**src/rtl/mdu_sequencer.sv**
```systemverilog
// mdu_sequencer: multi-cycle RV32M multiply/divide sequencer for EX.
// Runs a registered one-pass multiply or a 32-step restoring divide.
// Divide-by-zero and signed overflow complete without iterating.
// Ports:
//   clk, reset          rising-edge clock, sync active-high reset
//   start               EX holds a valid M-op (held while stalled)
//   funct3              M-op select (MUL..REMU)
//   operand_a/_b        rs1 / rs2 values
//   flush               kill the in-flight or requested op
//   stall               hold IF/ID/EX (combinational)
//   busy                sequencer not idle
//   result_valid        one-cycle completion pulse (registered)
//   result              registered result, held until next completion
module mdu_sequencer #(
    parameter int XLEN = 32
) (
    input  logic            clk,
    input  logic            reset,
    input  logic            start,
    input  logic [2:0]      funct3,
    input  logic [XLEN-1:0] operand_a,
    input  logic [XLEN-1:0] operand_b,
    input  logic            flush,
    output logic            stall,
    output logic            busy,
    output logic            result_valid,
    output logic [XLEN-1:0] result
);

    localparam int CW = $clog2(XLEN);

    typedef enum logic [1:0] {
        S_IDLE,
        S_MUL,
        S_DIV,
        S_DONE
    } state_t;

    state_t          state;
    logic [CW-1:0]   counter;
    logic [1:0]      op_kind;
    logic [XLEN-1:0] op_a;
    logic [XLEN-1:0] op_b;
    logic [XLEN-1:0] rem_q;
    logic [XLEN-1:0] quo_q;
    logic [XLEN-1:0] div_q;
    logic            neg_q;
    logic            neg_r;

    // ---- request decode (IDLE) ----
    logic            in_signed;
    logic            in_rem;
    logic            b_zero;
    logic            in_ovf;
    logic [XLEN-1:0] a_abs;
    logic [XLEN-1:0] b_abs;
    logic [XLEN-1:0] special_res;

    always_comb begin
        in_signed = ~funct3[0];
        in_rem    = funct3[1];
        b_zero    = (operand_b == '0);
        in_ovf    = in_signed
                  & (operand_a == {1'b1, {(XLEN-1){1'b0}}})
                  & (&operand_b);
        a_abs     = (in_signed & operand_a[XLEN-1])
                  ? -operand_a : operand_a;
        b_abs     = (in_signed & operand_b[XLEN-1])
                  ? -operand_b : operand_b;
        special_res = '0;
        if (b_zero)
            special_res = in_rem ? operand_a : '1;
        else
            special_res = in_rem ? '0 : {1'b1, {(XLEN-1){1'b0}}};
    end

    // ---- multiply ----
    // Operands are sign/zero extended to full product width so a plain
    // unsigned multiply yields the correct low 2*XLEN bits of the
    // 33x33 signed/unsigned product.
    logic                a_sx;
    logic                b_sx;
    logic [2*XLEN-1:0]   a_ext;
    logic [2*XLEN-1:0]   b_ext;
    logic [2*XLEN-1:0]   prod;
    logic [XLEN-1:0]     mul_res;

    always_comb begin
        a_sx    = ~(op_kind[1] & op_kind[0]);
        b_sx    = ~op_kind[1];
        a_ext   = {{XLEN{a_sx & op_a[XLEN-1]}}, op_a};
        b_ext   = {{XLEN{b_sx & op_b[XLEN-1]}}, op_b};
        prod    = a_ext * b_ext;
        mul_res = (op_kind == 2'b00)
                ? prod[XLEN-1:0]
                : prod[2*XLEN-1:XLEN];
    end

    // ---- restoring divide step ----
    // The shifted remainder is XLEN+1 bits wide; its top bit (rem_top)
    // set means it certainly exceeds the divisor, and the low XLEN bits
    // of the trial difference are then still the true remainder.
    logic            rem_top;
    logic [XLEN-1:0] rem_sh;
    logic [XLEN:0]   trial;
    logic            take;
    logic [XLEN-1:0] rem_nx;
    logic [XLEN-1:0] quo_nx;
    logic [XLEN-1:0] q_fix;
    logic [XLEN-1:0] r_fix;
    logic [XLEN-1:0] div_res;

    always_comb begin
        rem_top = rem_q[XLEN-1];
        rem_sh  = {rem_q[XLEN-2:0], quo_q[XLEN-1]};
        trial   = {1'b0, rem_sh} - {1'b0, div_q};
        take    = rem_top | ~trial[XLEN];
        rem_nx  = take ? trial[XLEN-1:0] : rem_sh;
        quo_nx  = {quo_q[XLEN-2:0], take};
        q_fix   = neg_q ? -quo_nx : quo_nx;
        r_fix   = neg_r ? -rem_nx : rem_nx;
        div_res = op_kind[1] ? r_fix : q_fix;
    end

    // ---- control outputs ----
    always_comb begin
        stall = ((state == S_IDLE) & start & ~flush)
              | (state == S_MUL)
              | (state == S_DIV);
        busy  = (state != S_IDLE);
    end

    // ---- sequencer ----
    always_ff @(posedge clk) begin
        if (reset) begin
            state        <= S_IDLE;
            counter      <= '0;
            op_kind      <= '0;
            op_a         <= '0;
            op_b         <= '0;
            rem_q        <= '0;
            quo_q        <= '0;
            div_q        <= '0;
            neg_q        <= 1'b0;
            neg_r        <= 1'b0;
            result       <= '0;
            result_valid <= 1'b0;
        end else begin
            result_valid <= 1'b0;
            case (state)
                S_IDLE: begin
                    if (start && !flush) begin
                        op_kind <= funct3[1:0];
                        op_a    <= operand_a;
                        op_b    <= operand_b;
                        neg_q   <= funct3[2] & in_signed
                                 & (operand_a[XLEN-1]
                                    ^ operand_b[XLEN-1]);
                        neg_r   <= funct3[2] & in_signed
                                 & operand_a[XLEN-1];
                        if (!funct3[2]) begin
                            state <= S_MUL;
                        end else if (b_zero || in_ovf) begin
                            result       <= special_res;
                            result_valid <= 1'b1;
                            state        <= S_DONE;
                        end else begin
                            counter <= CW'(XLEN - 1);
                            rem_q   <= '0;
                            quo_q   <= a_abs;
                            div_q   <= b_abs;
                            state   <= S_DIV;
                        end
                    end
                end
                S_MUL: begin
                    if (flush) begin
                        state <= S_IDLE;
                    end else begin
                        result       <= mul_res;
                        result_valid <= 1'b1;
                        state        <= S_DONE;
                    end
                end
                S_DIV: begin
                    if (flush) begin
                        state <= S_IDLE;
                    end else begin
                        rem_q   <= rem_nx;
                        quo_q   <= quo_nx;
                        counter <= counter - 1'b1;
                        if (counter == '0) begin
                            result       <= div_res;
                            result_valid <= 1'b1;
                            state        <= S_DONE;
                        end
                    end
                end
                // The pipeline advances here; any start seen now
                // belongs to the next instruction.
                S_DONE: state <= S_IDLE;
                default: state <= S_IDLE;
            endcase
        end
    end

endmodule

```
**config.mk**
```make
export PLATFORM = sky130hd
export DESIGN_NAME = mdu_sequencer
export DESIGN_NICKNAME = d
export VERILOG_FILES = /design/src/rtl/mdu_sequencer.sv
export SDC_FILE = /design/constraint.sdc
export NUM_CORES = 2
export LEC_CHECK = 0
export BUFFER_PORTS_ARGS = -buffer_cell sky130_fd_sc_hd__buf_2
export CORE_UTILIZATION = 30
export DETAILED_ROUTE_END_ITERATION = 12
export SETUP_SLACK_MARGIN = 0.15
export SLEW_MARGIN = 10
export SYNTH_ARGS = -nofsm -noshare
export SYNTH_HDL_FRONTEND = slang
export SYNTH_SLANG_ARGS = --single-unit
```
**constraint.sdc**
```tcl
create_clock -name clk -period 12.65 [get_ports clk]
set_input_delay 1.265 -clock clk [delete_from_list [all_inputs] [get_ports clk]]
set_output_delay 1.265 -clock clk [all_outputs]
set_load 0.1 [all_outputs]
```
Yosys cells after proc, flatten, opt, wreduce, memory -nomap -nowiden
Cells that the tools add are included.

Register bits: 204. Bits of input ports: 71. Word-level logic and storage cells: 115.

Add/subtract/negate cells: 6. $mul: 1. Eq/ne operators: 12. Mux-type cells: 46. Bitwise operators: 22. Reductions and logical operators: 16.

Operator list (count): $mux W32 (24); $neg A32 Y32 (4); $pmux W32 S2 (2); $pmux W32 S3 (1); $mul A33 B33 Y64 (1); $sub A32 B32 Y33 (1); $eq A32 B32 Y1 const B (1); $logic_not A32 Y1 (1); $reduce_and A32 Y1 (1); $mux W5 (4); $and A1 B1 Y1 (12); $mux W2 (5); $pmux W5 S2 (1); $ne A2 B2 Y1 const B (4); $pmux W2 S4 (1); $mux W1 (7); $reduce_and A7 Y1 (1); $ne A2 B1 Y1 const B (3); $not A1 Y1 (6); $logic_not A5 Y1 (1); $reduce_and A5 Y1 (1); $sub A5 B1 Y5 const B (1); $eq A2 B2 Y1 const B (2); $logic_not A2 Y1 (2); 12 further kinds (16).

Depth between registers and ports, before layout
Depth in word-level cells: 10. Depth in mapped cells: 32. Depth with buffers taken out: 30.

Worst setup path before layout
OpenSTA, ideal clock, no wires.

Path kind: register -> register. Start point: register op_a[31]. End point: register result[31]. Library setup time: 0.062 ns. Data arrival time: 8.420 ns. Slack: 4.168 ns. Cell stages (with the launch flop): 31. Path buffers: 3. Period minus slack after synthesis: 8.482 ns. Cells stage by stage: dfxtp_1 > clkbuf_1 > a21boi_0 > clkbuf_1 > clkbuf_1 > nand2_1 > fa_1 > fa_1 > inv_1 > fa_1 > inv_1 > fa_1 > inv_1 > fa_1 > fa_1 > fa_1 > inv_1 > fa_1 > inv_1 > ha_1 > and2_1 > and3_1 > nand2_1 > o211ai_1 > a21oi_1 > o21ai_0 > a31oi_1 > o31ai_1 > a2111oi_0 > o31ai_1 > nand3_1.

Longest elaborated chain between the ends: 5.

RTL lines: start, declared (line 42) `logic [XLEN-1:0] op_a;`; start signal, assigned (line 154) `op_a <= operand_a;`; $and A1 B1 Y1 (line 91) `a_ext = {{XLEN{a_sx & op_a[XLEN-1]}}, op_a};`; $mul A33 B33 Y64 * (line 93) `prod = a_ext * b_ext;`; $mux W32 * (line 95) `? prod[XLEN-1:0]`; $mux W32 * (line 177) `if (flush) begin`; $pmux W32 S3 * (line 150) `case (state)`; end signal, assigned (line 164) `result <= special_res;`; end signal, assigned (line 180) `result <= mul_res;`; end signal, assigned (line 193) `result <= div_res;`; end, declared (line 27) `output logic [XLEN-1:0] result`.

Mark *: on every way between the ends. The rest lies on a longest branch, timed or not. The select of a mux whose other input is x is not followed. A chain may end at the register's enable or synchronous reset.

Worst setup path after layout
Start point: register op_a[31]. End point: register result[27].

The elaborated chain is that of the path after synthesis.

==> run_summary.xml <==
<?xml version="1.0" encoding="UTF-8"?>
<metrics>
  <group name="run_status">
    <metric name="outcome" unit="">complete, no violations</metric>
  </group>
  <group name="logic_synthesis">
    <metric name="synth_async_sr_flop_share" unit="">0</metric>
    <metric name="count_of_mapped_cells_out_of_synthesis" unit="">6120</metric>
    <metric name="synth_top_family_by_area" unit="">adder cells</metric>
    <metric name="synth_nets" unit="">7571</metric>
    <metric name="synth_common_cells" unit="">sky130_fd_sc_hd__inv_1, sky130_fd_sc_hd__fa_1, sky130_fd_sc_hd__nand2_1, sky130_fd_sc_hd__and2_1, sky130_fd_sc_hd__clkbuf_1</metric>
    <metric name="synth_top_flop_cell" unit="">sky130_fd_sc_hd__dfxtp_1</metric>
    <metric name="synth.cell_area" unit="um2">51800</metric>
    <metric name="ys_seq_area_frac" unit="">0.07885</metric>
    <metric name="syn_avg_cell_area" unit="um2">8.463</metric>
    <metric name="synth_top_area_cell" unit="">sky130_fd_sc_hd__fa_1</metric>
    <metric name="synth-edff-count" unit="">0</metric>
    <metric name="synth-seq-cells" unit="">204</metric>
    <metric name="synth_warn" unit="">0</metric>
    <metric name="post_synth_num_cell_types" unit="">86</metric>
    <metric name="synth_top_area_frac" unit="">0.4352</metric>
    <metric name="synthTopCellsByArea" unit="">sky130_fd_sc_hd__fa_1, sky130_fd_sc_hd__inv_1, sky130_fd_sc_hd__nand2_1, sky130_fd_sc_hd__dfxtp_1, sky130_fd_sc_hd__ha_1</metric>
    <metric name="post_synth_fa_ha_maj_area_fraction" unit="">0.4966</metric>
    <metric name="synth_compound_gate_area_share" unit="">0.09938</metric>
    <metric name="synth-simple-area-share" unit="">0.1750</metric>
    <metric name="post_synth_xor_area_fraction" unit="">0.03145</metric>
    <metric name="muxShareOfSynthArea" unit="">0.006909</metric>
    <metric name="synthMostInstantiatedCell" unit="">sky130_fd_sc_hd__inv_1</metric>
  </group>
  <group name="drt">
    <metric name="vias" unit="">41620</metric>
    <metric name="drt_pre_antenna_iters" unit="">6</metric>
    <metric name="routed_wl" unit="um">157100</metric>
    <metric name="drt_iter0_markers" unit="">3182</metric>
    <metric name="routed_via_density" unit="">4.998</metric>
    <metric name="residual_drc" unit="">0</metric>
    <metric name="drtAntennaViolNets" unit="">0</metric>
    <metric name="post_dr_wirelength_cell" unit="um">18.86</metric>
  </group>
  <group name="final_layout">
    <metric name="seqCellArea" unit="um2">4084</metric>
    <metric name="syn_to_final_growth" unit="%">7.218</metric>
    <metric name="final_util" unit="">0.3237</metric>
    <metric name="multi_input_area" unit="um2">41980</metric>
    <metric name="final_std_cell_area_no_fill" unit="um2">55530</metric>
    <metric name="fillerInstances" unit="">18170</metric>
    <metric name="post_layout_nonfiller_instances" unit="">8327</metric>
    <metric name="finalNetCount" unit="">7445</metric>
    <metric name="drive_above_1_share" unit="">0.05104</metric>
  </group>
  <group name="place">
    <metric name="placement.io_buffers" unit="">105</metric>
    <metric name="dpl_worst_slack" unit="ps">3162</metric>
    <metric name="postPlaceCellArea" unit="um2">54620</metric>
    <metric name="place_congestion" unit="">0.9547</metric>
    <metric name="placed_cells_incl_taps" unit="">8275</metric>
    <metric name="dp_hpwl" unit="um">126500</metric>
  </group>
  <group name="worst_setup_path">
    <metric name="critical-path-slowest-cell" unit="">sky130_fd_sc_hd__fa_1</metric>
    <metric name="worstSetupEndpointType" unit="">register</metric>
    <metric name="cp.arrival" unit="ps">10090</metric>
    <metric name="worst-path-max-fanout" unit="">34</metric>
    <metric name="category_of_the_critical_setup_timing_path" unit="">reg -&gt; reg</metric>
    <metric name="worstSetupStartpointType" unit="">register</metric>
    <metric name="crit_path_most_repeated_cell" unit="">sky130_fd_sc_hd__fa_1</metric>
    <metric name="critical_path_required" unit="ps">13140</metric>
    <metric name="worstRegToRegCells" unit="">29</metric>
    <metric name="cpPeakStageDelay" unit="ps">800</metric>
  </group>
  <group name="sta">
    <metric name="grt_setup_unrepaired" unit="">no</metric>
    <metric name="finalWorstPathRequiredPeriod" unit="ps">9596</metric>
    <metric name="final_skew" unit="ps">35.12</metric>
    <metric name="tightestPinTransition" unit="ps">1142</metric>
    <metric name="final.period_utilization" unit="">0.7586</metric>
    <metric name="fmax" unit="MHz">104.2</metric>
    <metric name="report.final.hold_viol_count" unit="">0</metric>
    <metric name="worst_slew_margin" unit="">0.2375</metric>
    <metric name="layout_setup_ws" unit="ps">3054</metric>
    <metric name="setup_viol_count_final" unit="">0</metric>
    <metric name="final-max-slew-violation-count" unit="">0</metric>
    <metric name="fin_worst_hold_slack" unit="ps">450.7</metric>
    <metric name="finalSetupTns" unit="ps">0</metric>
  </group>
  <group name="floorplan">
    <metric name="height_of_the_chip" unit="um">417.5</metric>
    <metric name="die_area" unit="um2">174300</metric>
    <metric name="die-width" unit="um">417.5</metric>
    <metric name="row_count" unit="">152</metric>
    <metric name="initial_utilization" unit="">0.3019</metric>
    <metric name="core_area" unit="um2">171500</metric>
    <metric name="floorplan.io_pins" unit="">106</metric>
  </group>
  <group name="pwr">
    <metric name="power.share.switching" unit="">0.5634</metric>
    <metric name="cell_internal_pwr" unit="mW">2.279</metric>
    <metric name="power.net_switching" unit="mW">2.941</metric>
    <metric name="pwr-share-seq" unit="">0.163</metric>
    <metric name="power.density" unit="nW/um2">93.99</metric>
    <metric name="post-layout-total-power" unit="mW">5.219</metric>
    <metric name="cellLeakagePower" unit="nW">25.73</metric>
    <metric name="vdd_drop_max" unit="V">0.0001497</metric>
    <metric name="clock_power_share" unit="">0.153</metric>
    <metric name="comb_power_share" unit="">0.684</metric>
  </group>
  <group name="global_route">
    <metric name="first_global_vias" unit="">43330</metric>
    <metric name="global_route.overflow_total" unit="">0</metric>
    <metric name="pin_count_of_the_biggest_net_entering_global_routing" unit="">119</metric>
    <metric name="antenna_violations_before_repair" unit="">5</metric>
    <metric name="wire_length_of_the_first_global_routing_pass" unit="um">251500</metric>
    <metric name="grt_use_total" unit="">0.1820</metric>
  </group>
  <group name="clock_tree">
    <metric name="clock-sinks" unit="">204</metric>
    <metric name="max-clock-path-buffers" unit="">3</metric>
    <metric name="clock_tree.root_cell" unit="">sky130_fd_sc_hd__clkbuf_16</metric>
    <metric name="cts_tree" unit="">done</metric>
    <metric name="postCtsSetupBuffers" unit="">0</metric>
    <metric name="ctsHoldBuffers" unit="">0</metric>
    <metric name="number_of_buffers_added_by_the_clock_tree_synthesis_step" unit="">27</metric>
    <metric name="clk_pin_slew_worst_paths" unit="ps">60</metric>
    <metric name="cts-resized-gates" unit="">0</metric>
    <metric name="htree_levels" unit="">1</metric>
    <metric name="clk-insertion-delay-late" unit="ps">580</metric>
  </group>
  <group name="flow_run">
    <metric name="max_cap_viol_count" unit="">0</metric>
  </group>
  <group name="hold_path">
    <metric name="worstHoldPathCells" unit="">1</metric>
    <metric name="hold_class" unit="">reg -&gt; reg</metric>
  </group>
</metrics>
worst max-delay path, delay by kind of cell (launching register included):
| kind | cells | cell delay (ps) |
|---|---|---|
| adder cells (fa/ha/maj) | 9 | 4910 |
| buffers and inverters | 7 | 1660 |
| AND/OR/NAND/NOR | 4 | 680 |
| flip-flops | 1 | 300 |
| AO/OA/AOI/OAI | 9 | 1930 |
cell type report:
class | count | share of cell area
clock buffers | 36 | 0.01350
well taps | 2310 | 0.05204
diodes | 2 | 0.00009012
multi-input cells | 4378 | 0.7559
clock inverters | 14 | 0.002794
flip-flops and latches | 204 | 0.07354
inverters | 1186 | 0.08016
repair buffers | 197 | 0.02201
placed cells by master, fill, tap and decap left out, drive strengths merged, types with 9 or more instances in the layout:
master  netlist  routed
o41ai        15      15
nand3        60      60
a31o         12      12
o21a         21      21
fa         1126    1126
clkbuf      335      36
xor2         73      73
nor2        187     187
or3          30      30
nor3         60      60
and2        383     383
or2          18      18
o21ai       177     177
a221oi       19      19
nor4         17      17
dfxtp       204     204
nand2      1096    1096
nand2b       23      23
a211o         9       9
o31ai        33      33
clkinv        0       9
mux2i        29      29
buf          17     197
o211ai       36      36
xnor2       113     113
and3         16      16
or4           9       9
inv        1186    1187
a211oi       41      41
a31oi        20      20
ha          254     254
a21oi       274     274
nand4        25      25
nor2b        18      18
a311oi       15      15
a21o         49      49
o21bai       13      13
state kept, by name, indices dropped and copies added (netlist names):
register / count
rem_q: 32
quo_q: 32
result: 32
result_valid: 1
state: 2
counter: 5
div_q: 32
op_a: 32
neg_q: 1
op_b: 32
neg_r: 1
op_kind: 2
layer usage:
metal  track usage  up-vias  part of all wire
met3       0.01459      266             0.058
li1              -    18470                 -
met5             0        -                 0
met2        0.3055     1398              0.48
met1        0.2478    21490              0.43
met4       0.05805        0             0.036
cells by family (layout without fill, tap and decap cells):
kind of cell / Yosys count / after routing
simple gates: 1970 / 1970
buf+inv: 1538 / 1433
fa+ha+maj: 1380 / 1380
compound gates: 807 / 807
flops: 204 / 204
xor+xnor: 186 / 186
mux: 35 / 35
other cells: 0 / 2
worst paths after layout:
kind	from	slack, ps	to
worst min-delay path	result[9]	450	result[9]
worst max register to register	op_a[31]	3050	result[27]
worst min register to register	result[9]	450	result[9]
worst max-delay path	op_a[31]	3050	result[27]
power groups by stage:
stage	logic (mW)	registers, mW	clock network [mW]
finish	3.57	0.849	0.800
global route	3.86	0.854	0.829
CTS	3.53	0.844	0.807
detailed placement	3.51	0.858	0
global placement	3.48	0.854	0
floorplan	2.18	1.04	0
No activity file was read; power rests on OpenSTA's default activity.
